### src/rtl/ili9341_defines.sv
// ILI9341 shared definitions: command opcodes and the RGB565 pixel layout.
package ili9341_defines;

  typedef enum logic [7:0] {
    NOP     = 8'h00,
    SWRESET = 8'h01,
    CASET   = 8'h2A,
    PASET   = 8'h2B,
    RAMWR   = 8'h2C
  } ILI9341_register_t;

  typedef struct packed {
    logic [4:0] r;
    logic [5:0] g;
    logic [4:0] b;
  } ILI9341_color_t;

endpackage

### src/rtl/ili9341_spi_responder_spi_byte_receiver.sv
// SPI mode-0 byte receiver, oversampled in the clk domain.
// Ports:
//   clk, rstb      system clock, asynchronous active-low reset
//   i_csb          chip select (active low, asynchronous)
//   i_sclk         SPI clock (asynchronous, at most clk/4)
//   i_mosi         serial data, MSB first
//   i_dc           D/CX, captured together with bit 0 of each byte
//   o_byte_valid   one-cycle pulse when a full byte has been received
//   o_byte, o_dc   received byte and its D/CX flag (valid with o_byte_valid)
module spi_byte_receiver (
  input  logic       clk,
  input  logic       rstb,
  input  logic       i_csb,
  input  logic       i_sclk,
  input  logic       i_mosi,
  input  logic       i_dc,
  output logic       o_byte_valid,
  output logic [7:0] o_byte,
  output logic       o_dc
);

  logic [1:0] r_csb_s;
  logic [1:0] r_sclk_s;
  logic [1:0] r_mosi_s;
  logic [1:0] r_dc_s;
  logic       r_sclk_d;
  logic [7:0] r_shift;
  logic [2:0] r_cnt;
  logic       r_done;
  logic [7:0] r_byte;
  logic       r_dc;
  logic       r_out_valid;
  logic [7:0] r_out_byte;
  logic       r_out_dc;

  logic       w_csb;
  logic       w_rise;
  logic [7:0] w_next_shift;

  assign w_csb        = r_csb_s[1];
  assign w_rise       = r_sclk_s[1] & ~r_sclk_d;
  assign w_next_shift = {r_shift[6:0], r_mosi_s[1]};

  always_ff @(posedge clk or negedge rstb) begin
    if (!rstb) begin
      r_csb_s     <= 2'b11;
      r_sclk_s    <= 2'b00;
      r_mosi_s    <= 2'b00;
      r_dc_s      <= 2'b00;
      r_sclk_d    <= 1'b0;
      r_shift     <= 8'h00;
      r_cnt       <= 3'd0;
      r_done      <= 1'b0;
      r_byte      <= 8'h00;
      r_dc        <= 1'b0;
      r_out_valid <= 1'b0;
      r_out_byte  <= 8'h00;
      r_out_dc    <= 1'b0;
    end else begin
      r_csb_s  <= {r_csb_s[0], i_csb};
      r_sclk_s <= {r_sclk_s[0], i_sclk};
      r_mosi_s <= {r_mosi_s[0], i_mosi};
      r_dc_s   <= {r_dc_s[0], i_dc};
      r_sclk_d <= r_sclk_s[1];
      r_done   <= 1'b0;
      // Deselect drops any partial byte; the decoder state above is untouched.
      if (w_csb) begin
        r_cnt <= 3'd0;
      end else if (w_rise) begin
        r_shift <= w_next_shift;
        r_cnt   <= r_cnt + 3'd1;
        if (r_cnt == 3'd7) begin
          r_done <= 1'b1;
          r_byte <= w_next_shift;
          r_dc   <= r_dc_s[1];
        end
      end
      // Output register stage keeps the command/pixel latency at 4 clk from the bit-0 sample.
      r_out_valid <= r_done;
      r_out_byte  <= r_byte;
      r_out_dc    <= r_dc;
    end
  end

  assign o_byte_valid = r_out_valid;
  assign o_byte       = r_out_byte;
  assign o_dc         = r_out_dc;

endmodule

### src/rtl/ili9341_spi_responder.sv
// ILI9341 display-side SPI responder: decodes commands, tracks the
// CASET/PASET window and emits one strobe per RGB565 pixel after RAMWR.
// Ports:
//   clk, rstb            system clock, asynchronous active-low reset
//   spi_csb/clk/mosi     4-wire SPI bus (mode 0) plus data_commandb (D/CX)
//   spi_miso             tied low, write-only model
//   cmd_valid, cmd       command strobe and last command byte
//   px_valid, px_x, px_y, px_color   pixel strobe, coordinates, RGB565
//   frame_done           pulses with the pixel at (EC, EP)
module ili9341_spi_responder
  import ili9341_defines::*;
#(
  parameter int DISPLAY_WIDTH  = 240,
  parameter int DISPLAY_HEIGHT = 320,
  parameter int X_W            = $clog2(DISPLAY_WIDTH) + 1,
  parameter int Y_W            = $clog2(DISPLAY_HEIGHT) + 1
) (
  input  logic           clk,
  input  logic           rstb,
  input  logic           spi_csb,
  input  logic           spi_clk,
  input  logic           spi_mosi,
  output logic           spi_miso,
  input  logic           data_commandb,
  output logic           cmd_valid,
  output logic [7:0]     cmd,
  output logic           px_valid,
  output logic [X_W-1:0] px_x,
  output logic [Y_W-1:0] px_y,
  output logic [15:0]    px_color,
  output logic           frame_done
);

  localparam logic [2:0] S_CMD   = 3'd0;
  localparam logic [2:0] S_CASET = 3'd1;
  localparam logic [2:0] S_PASET = 3'd2;
  localparam logic [2:0] S_RAMWR = 3'd3;
  localparam logic [2:0] S_SKIP  = 3'd4;

  localparam logic [15:0]    MAX_X  = 16'(DISPLAY_WIDTH - 1);
  localparam logic [15:0]    MAX_Y  = 16'(DISPLAY_HEIGHT - 1);
  localparam logic [X_W-1:0] RST_EC = X_W'(DISPLAY_WIDTH - 1);
  localparam logic [Y_W-1:0] RST_EP = Y_W'(DISPLAY_HEIGHT - 1);

  logic           w_byte_valid;
  logic [7:0]     w_byte;
  logic           w_dc;
  logic [15:0]    w_first;
  logic [15:0]    w_second;
  logic           w_win_ok;

  logic [2:0]     r_state;
  logic [1:0]     r_idx;
  logic [7:0]     r_p0;
  logic [7:0]     r_p1;
  logic [7:0]     r_p2;
  logic [X_W-1:0] r_sc;
  logic [X_W-1:0] r_ec;
  logic [Y_W-1:0] r_sp;
  logic [Y_W-1:0] r_ep;
  logic [X_W-1:0] r_x;
  logic [Y_W-1:0] r_y;
  logic           r_hi_pend;
  logic [7:0]     r_hi;
  logic           r_cmd_valid;
  logic [7:0]     r_cmd;
  logic           r_px_valid;
  logic [X_W-1:0] r_px_x;
  logic [Y_W-1:0] r_px_y;
  ILI9341_color_t r_px_color;
  logic           r_frame_done;

  spi_byte_receiver u_rx (
    .clk          (clk),
    .rstb         (rstb),
    .i_csb        (spi_csb),
    .i_sclk       (spi_clk),
    .i_mosi       (spi_mosi),
    .i_dc         (data_commandb),
    .o_byte_valid (w_byte_valid),
    .o_byte       (w_byte),
    .o_dc         (w_dc)
  );

  // Start/end of the incoming window, available while the 4th parameter byte is present.
  assign w_first  = {r_p0, r_p1};
  assign w_second = {r_p2, w_byte};
  assign w_win_ok = (w_first <= w_second) &&
                    (w_second <= ((r_state == S_CASET) ? MAX_X : MAX_Y));

  always_ff @(posedge clk or negedge rstb) begin
    if (!rstb) begin
      r_state      <= S_CMD;
      r_idx        <= 2'd0;
      r_p0         <= 8'h00;
      r_p1         <= 8'h00;
      r_p2         <= 8'h00;
      r_sc         <= '0;
      r_ec         <= RST_EC;
      r_sp         <= '0;
      r_ep         <= RST_EP;
      r_x          <= '0;
      r_y          <= '0;
      r_hi_pend    <= 1'b0;
      r_hi         <= 8'h00;
      r_cmd_valid  <= 1'b0;
      r_cmd        <= 8'(NOP);
      r_px_valid   <= 1'b0;
      r_px_x       <= '0;
      r_px_y       <= '0;
      r_px_color   <= '0;
      r_frame_done <= 1'b0;
    end else begin
      r_cmd_valid  <= 1'b0;
      r_px_valid   <= 1'b0;
      r_frame_done <= 1'b0;
      if (w_byte_valid && !w_dc) begin
        // A command always wins: abort parameter collection and any pending high byte.
        r_cmd_valid <= 1'b1;
        r_cmd       <= w_byte;
        r_idx       <= 2'd0;
        r_hi_pend   <= 1'b0;
        case (w_byte)
          CASET:   r_state <= S_CASET;
          PASET:   r_state <= S_PASET;
          RAMWR: begin
            r_state <= S_RAMWR;
            r_x     <= r_sc;
            r_y     <= r_sp;
          end
          SWRESET: begin
            r_state <= S_CMD;
            r_sc    <= '0;
            r_ec    <= RST_EC;
            r_sp    <= '0;
            r_ep    <= RST_EP;
          end
          default: r_state <= S_SKIP;
        endcase
      end else if (w_byte_valid) begin
        case (r_state)
          S_CASET, S_PASET: begin
            r_idx <= r_idx + 2'd1;
            case (r_idx)
              2'd0: r_p0 <= w_byte;
              2'd1: r_p1 <= w_byte;
              2'd2: r_p2 <= w_byte;
              default: begin
                // Invalid windows are dropped silently; the previous window stays.
                if (w_win_ok) begin
                  if (r_state == S_CASET) begin
                    r_sc <= w_first[X_W-1:0];
                    r_ec <= w_second[X_W-1:0];
                  end else begin
                    r_sp <= w_first[Y_W-1:0];
                    r_ep <= w_second[Y_W-1:0];
                  end
                end
                r_state <= S_CMD;
              end
            endcase
          end
          S_RAMWR: begin
            if (!r_hi_pend) begin
              r_hi      <= w_byte;
              r_hi_pend <= 1'b1;
            end else begin
              r_hi_pend  <= 1'b0;
              r_px_valid <= 1'b1;
              r_px_x     <= r_x;
              r_px_y     <= r_y;
              r_px_color <= ILI9341_color_t'({r_hi, w_byte});
              // Raster advance inside the window; wrapping to the origin ends a frame.
              if (r_x < r_ec) begin
                r_x <= r_x + 1'b1;
              end else begin
                r_x <= r_sc;
                if (r_y < r_ep) begin
                  r_y <= r_y + 1'b1;
                end else begin
                  r_y          <= r_sp;
                  r_frame_done <= 1'b1;
                end
              end
            end
          end
          default: ;
        endcase
      end
    end
  end

  assign spi_miso   = 1'b0;
  assign cmd_valid  = r_cmd_valid;
  assign cmd        = r_cmd;
  assign px_valid   = r_px_valid;
  assign px_x       = r_px_x;
  assign px_y       = r_px_y;
  assign px_color   = r_px_color;
  assign frame_done = r_frame_done;

endmodule

### config.mk
export PLATFORM = sky130hd
export DESIGN_NAME = ili9341_spi_responder
export DESIGN_NICKNAME = d
export VERILOG_FILES = /design/src/rtl/ili9341_defines.sv /design/src/rtl/ili9341_spi_responder_spi_byte_receiver.sv /design/src/rtl/ili9341_spi_responder.sv
export SDC_FILE = /design/constraint.sdc
export NUM_CORES = 1
export LEC_CHECK = 0
export ABC_AREA = 1
export CAP_MARGIN = 10
export CORE_UTILIZATION = 42
export DETAILED_ROUTE_END_ITERATION = 8
export PLACE_DENSITY = 0.72
export SKIP_LAST_GASP = 1
export SLEW_MARGIN = 30
export SYNTH_ARGS = -nofsm -noshare
export SYNTH_HDL_FRONTEND = slang
export SYNTH_HIERARCHICAL = 1
export SYNTH_SLANG_ARGS = --single-unit
### constraint.sdc
create_clock -name clk -period 2.25 [get_ports clk]
set_input_delay 0.225 -clock clk [delete_from_list [all_inputs] [get_ports clk]]
set_output_delay 0.225 -clock clk [all_outputs]
set_load 0.02 [all_outputs]
=== Word-level counts from Yosys, hierarchy flattened ===
Cells that the tools add are included.
Widths: inputs -> output; s select.

* Register bits after elaboration: 180
* Bits of input ports: 6
* Output and inout bits: 47
* Word-level logic and storage cells: 160

* Add/subtract/negate cells: 4
* $lt $le $gt $ge: 4
* Equality and inequality tests: 15
* Mux-type cells: 70
* Bitwise logic cells: 5
* Reduce and logical (&&, ||, !) cells: 27

{| class="wikitable"
|+ Operators by type and width
! cell !! count
|-
| $mux 10 || 21
|-
| $mux 9 || 21
|-
| $eq 8x6->1 const B || 3
|-
| $reduce_and 4->1 || 6
|-
| $mux 1 || 18
|-
| $mux 3 || 6
|-
| $le 16x16->1 || 1
|-
| $le 16x9->1 || 1
|-
| $reduce_bool 2->1 || 7
|-
| $pmux 3 s4 || 1
|-
| $reduce_and 6->1 || 2
|-
| $add 10x1->10 const B || 1
|-
| $lt 10x10->1 || 1
|-
| $add 9x1->9 const B || 1
|-
| $lt 9x9->1 || 1
|-
| $eq 8x1->1 const B || 1
|-
| $eq 3x2->1 const B || 2
|-
| $mux 2 || 3
|-
| $ne 2x1->1 const B || 3
|-
| $reduce_and 2->1 || 3
|-
| $reduce_and 3->1 || 2
|-
| $reduce_and 5->1 || 1
|-
| $ne 2x2->1 const B || 2
|-
| $not 1->1 || 4
|-
| 12 further kinds || 13
|}

=== Logic depth before layout (Yosys ltp) ===
* Depth after elaboration: 9
* Mapped depth: 18
* Mapped depth without buffers: 17

=== By module ===
The synthesis kept the hierarchy.

{| class="wikitable"
|+ By module, submodules not included
! module !! times used !! cells each !! area an instance (µm²) !! seq. area each (µm²)
|-
| ili9341_spi_responder || 1 || 866 || 7260.7 || 3545.9
|-
| spi_byte_receiver || 1 || 108 || 1325.0 || 978.4
|}

=== Worst setup path before layout ===
No wires, ideal clock.

* Path kind: reg-to-reg
* Start: register r_state[2]
* End: register r_sc[2]
* Library setup time: 0.117 ns
* Arrival: 1.940 ns
* Data required time: 2.133 ns
* Slack: 0.193 ns
* Stages on the path, launching flop included: 15
* Path buffers: 1
* Period minus slack after synthesis: 2.057 ns
* Cells stage by stage: dfrtp_1 -> nor3_4 -> inv_2 -> ha_1 -> a21oi_1 -> o21ai_0 -> nand2_1 -> nand3_1 -> a21oi_2 -> nand2_2 -> nand2_4 -> nand3_4 -> buf_6 -> nand2_1 -> nand2_1

* Cells in the longest elaborated chain, start to end: 6
* Elaborated cells between the ends (all ways): 10
* Classes of those cells: order compare: 1; eq/ne: 2; mux: 1; reduce/logical: 6

{| class="wikitable"
|+ RTL lines
! item !! RTL line !! source
|-
| start, declared || ili9341_spi_responder.sv:52 || <nowiki>logic [2:0] r_state;</nowiki>
|-
| start signal, assigned || ili9341_spi_responder.sv:93 || <nowiki>r_state <= S_CMD;</nowiki>
|-
| start signal, assigned || ili9341_spi_responder.sv:124 || <nowiki>CASET: r_state <= S_CASET;</nowiki>
|-
| start signal, assigned || ili9341_spi_responder.sv:125 || <nowiki>PASET: r_state <= S_PASET;</nowiki>
|-
| $eq 3x1->1 || ili9341_spi_responder.sv:89, ili9341_spi_responder.sv:141, ili9341_spi_responder.sv:151 ||
|-
| $mux 9 || ili9341_spi_responder.sv:89 || <nowiki>(w_second <= ((r_state == S_CASET) ? MAX_X : MAX_Y));</nowiki>
|-
| $le 16x9->1 || ili9341_spi_responder.sv:89 ||
|-
| $logic_and 1x1->1 || ili9341_spi_responder.sv:88 || <nowiki>assign w_win_ok = (w_first <= w_second) &&</nowiki>
|-
| $reduce_bool 2->1 (no line) || n/a ||
|-
| $reduce_and 6->1 (no line) (*) || n/a ||
|-
| end signal, assigned || ili9341_spi_responder.sv:152 || <nowiki>r_sc <= w_first[X_W-1:0];</nowiki>
|-
| end, declared || ili9341_spi_responder.sv:57 || <nowiki>logic [X_W-1:0] r_sc;</nowiki>
|}

Every way passes the cells marked *; elsewhere a longest branch is shown, timed or not.
A chain may end at the register's enable or synchronous reset.

=== Final worst setup path ===
* Start: register r_state[1]
* End: register r_sc[8]

The elaborated chain is that of the path after synthesis.

==> flow_summary.yaml <==
run_status:
  status: "finished clean"
logic_synthesis:
  ys_seq_area_share_pct: 52.7
  syn_avg_cell_area_um2: 8.81
  synth_top_cell_area_share_pct: 47.8
  synthCells: 974
  synthesis.nets: 1025
  netlist_top_cells_area: "dfrtp_1 (48%), nand2_1 (16%), ha_1 (6.6%), dfstp_2 (4.9%), o21ai_0 (4.0%)"
  yosys_warnings: 6
  synthArstFlopShare_pct: 100
  synth_area_leader_cell: "dfrtp_1"
  synth-edff-count: 0
  synth.distinct_cells: 48
  synth-seq-cells: 180
  synthFlopType: "dfrtp_1"
  syn_area_mm2: 0.00859
place:
  dp.cells: 1282
  globalplace.congestion: 0.874
  io_buffers: 51
  dpl.hpwl_mm: 12.9
sta:
  clock.fmax_ghz: 0.470
  final-max-slew-violation-count: 0
  report.final.setup_viol: 0
  tightest_slew_ns: 0.797
  holdWs_ns: 0.193
  finClkSkew_ns: 0.0101
  final_hold_viol_count: 0
  period_minus_slack_ns: 2.13
  relSlewSlack_pct: 46.9
  post-route-period-util_pct: 94.6
cts:
  clk_pin_slew_worst_paths_ns: 0.07
  cts_sinks: 180
  cts_tree: "built"
  cts.path.max_buffers: 2
  htreeDepth: 4
  cts_made_buffers: 17
  cts-root-buf: "clkbuf_16"
  worstSkewPairLatency_ns: 0.44
finish:
  final_cells: 1321
  antenna_cells: 0
  syn2layout_area_growth_pct: 18.2
  finish.utilization_pct: 51.5
  final_net_count: 1094
  drive_gt1_share_pct: 12.1
  fill_cells: 1755
critical_path:
  cp.required_ns: 2.62
  crit_type: "flop to flop"
  crit_path_end_kind: "flop"
  cp.arrival_ns: 2.50
  startpoint_type: "flop"
  critPathMaxFanout: 9
global_routing:
  grt_pass1_wl_mm: 32.1
  antenna_found_initial: 0
  grt_max_degree: 68
  grt_pass1_vias: 6499
  track_usage_pct: 19.1
  grt_overflow: 0
detailed_routing:
  drc: 0
  ant_nets: 0
  vias: 6682
  drtIter0Drc: 405
  wl_per_cell_um: 14.4
  wirelength_mm: 19.0
  drt_pass1_iterations: 5
  vias_per_cell: 5.06
power_and_ir_drop:
  power.leakage_nw: 4.98
  power.total_w: 0.00622
  power.density_mw_per_mm2: 613
  peakVddDrop_uv: 504
die:
  ioPinCount: 53
  coreArea_mm2: 0.0197
  rows: 51
  die_h_um: 145
  die_area_mm2: 0.0210
  start_util_pct: 43.5
  dieWidth_um: 145
hold_path:
  hold_class: "primary input to flop"
run:
  cap_violations: 0
[critical path, stage by stage (launching register included)]
cell and delay [ns]:
dfrtp_1 0.41, nor3_4 0.19, inv_2 0.09, ha_1 0.27
nand2_1 0.09, o21ai_1 0.07, nand2_1 0.06, nand3_1 0.08
a21oi_2 0.19, nand2_4 0.11, nand2_8 0.11, buf_4 0.16
nand4_1 0.13, nand2_1 0.11
[state kept, by name, indices dropped and copies added (netlist names), 7 cells and up]
| register | flops |
|---|---|
| cmd | 8 |
| u_rx/r_byte | 8 |
| r_ec | 9 |
| r_p1 | 8 |
| r_ep | 10 |
| u_rx/r_shift | 7 |
| r_sc | 9 |
| r_hi | 8 |
| r_y | 10 |
| r_sp | 10 |
| r_x | 9 |
| px_x | 9 |
| px_color | 16 |
| px_y | 10 |
| r_p2 | 8 |
| u_rx/o_byte | 8 |
| r_p0 | 8 |
[metal layers]
layer  routed length [um]  vias up  global-route usage [%]
met5                    0        -                       0
met4                  304        0                    5.74
met3                  849       26                    4.43
met2                 9130      160                    31.9
met1                 8690     3175                    24.6
li1                     -     3321                       -
[cell usage after synthesis, types with 12 or more instances]
master / instances
clkbuf_1: 12
o21ai_0: 69
o21ai_1: 13
nand2_1: 355
nand3_1: 20
dfstp_2: 16
nand4_1: 49
dfrtp_1: 164
ha_1: 45
inv_2: 13
a21oi_1: 18
inv_1: 64
nor2_1: 40
[path summary, 6_finish.rpt]
check | from | to | slack (ns) | cells after the start
min reg2reg | u_rx/r_sclk_s[0]$_DFF_PN0_ | u_rx/r_sclk_s[1]$_DFF_PN0_ | 0.35 | 0
max in group asynchronous | rstb | u_rx/o_byte[4]$_DFF_PN0_ | 1.13 | 3
min | spi_csb | u_rx/r_csb_s[0]$_DFF_PN1_ | 0.19 | 1
min in group asynchronous | rstb | px_color[6]$_DFFE_PN0P_ | 0.33 | 2
max reg2reg | r_state[1]$_DFFE_PN0P_ | r_sc[8]$_DFFE_PN0P_ | 0.12 | 13
max | r_state[1]$_DFFE_PN0P_ | r_sc[8]$_DFFE_PN0P_ | 0.12 | 13
[cells in the final DEF, fill, tap and decap left out, types with 3 or more instances in the layout]
master / instances
a21oi_2: 3
nand2_4: 4
o21ai_0: 68
ha_1: 44
nand4_1: 49
buf_12: 3
xor2_1: 10
dfrtp_1: 163
inv_2: 14
dfstp_2: 16
o21ai_1: 14
nand3_1: 19
inv_1: 63
clkinv_2: 5
buf_4: 25
nor2_1: 39
clkdlybuf4s50_1: 50
a31oi_1: 3
a21oi_1: 17
o211ai_1: 6
nand3_4: 4
nor2_2: 3
nor2_4: 4
clkinv_4: 3
clkbuf_16: 18
clkinv_1: 5
nand2_1: 355
clkbuf_1: 3
nor3_1: 8
nand2_2: 3
[power by group]
part           switching (W)  internal, W
Combinational      0.0000910    0.0000338
Clock                0.00126      0.00153
Sequential         0.0000278      0.00328
Total                0.00138      0.00484
[kinds of logic (layout without fill, tap and decap cells)]
logic type | after synthesis | after routing | share of synthesized area [%]
buf+inv | 119 | 198 | 6.27
simple gates | 497 | 500 | 25.5
compound gates | 120 | 120 | 7.68
xor+xnor | 12 | 12 | 1.22
fa+ha+maj | 45 | 45 | 6.56
other cells | 1 | 1 | 0.0437
flops | 180 | 180 | 52.7
[metrics by stage]
step / area (um2) / setup WS, ns / TNS, ns
2_1_floorplan: 8590 / 0.193 / 0
5_1_grt: 10100 / -0.0157 / -0.0438
3_5_place_dp: 9450 / 0.0307 / 0
3_3_place_gp: 9450 / 0.108 / 0
4_1_cts: 10000 / 0.00448 / 0
6_report: 10100 / 0.121 / 0
[cell type report]
| class | instances | area, um2 | area share [%] |
|---|---|---|---|
| flip-flops and latches | 180 | 4530 | 44.6 |
| inverters | 83 | 313 | 3.08 |
| clock inverters | 12 | 109 | 1.07 |
| repair buffers | 83 | 821 | 8.09 |
| well taps | 265 | 332 | 3.27 |
| clock buffers | 20 | 437 | 4.30 |
| multi-input cells | 678 | 3610 | 35.6 |
[repair_timing]
item | 4_1_cts | 5_1_grt
resized for setup | 0 | 15
hold endpoints to repair | 48 | 0
buffers inserted | 0 | 2
hold buffers | 1 | 0
endpoints found under the setup margin | 0 | 39
Note: power is estimated with default switching activity, not from simulation.
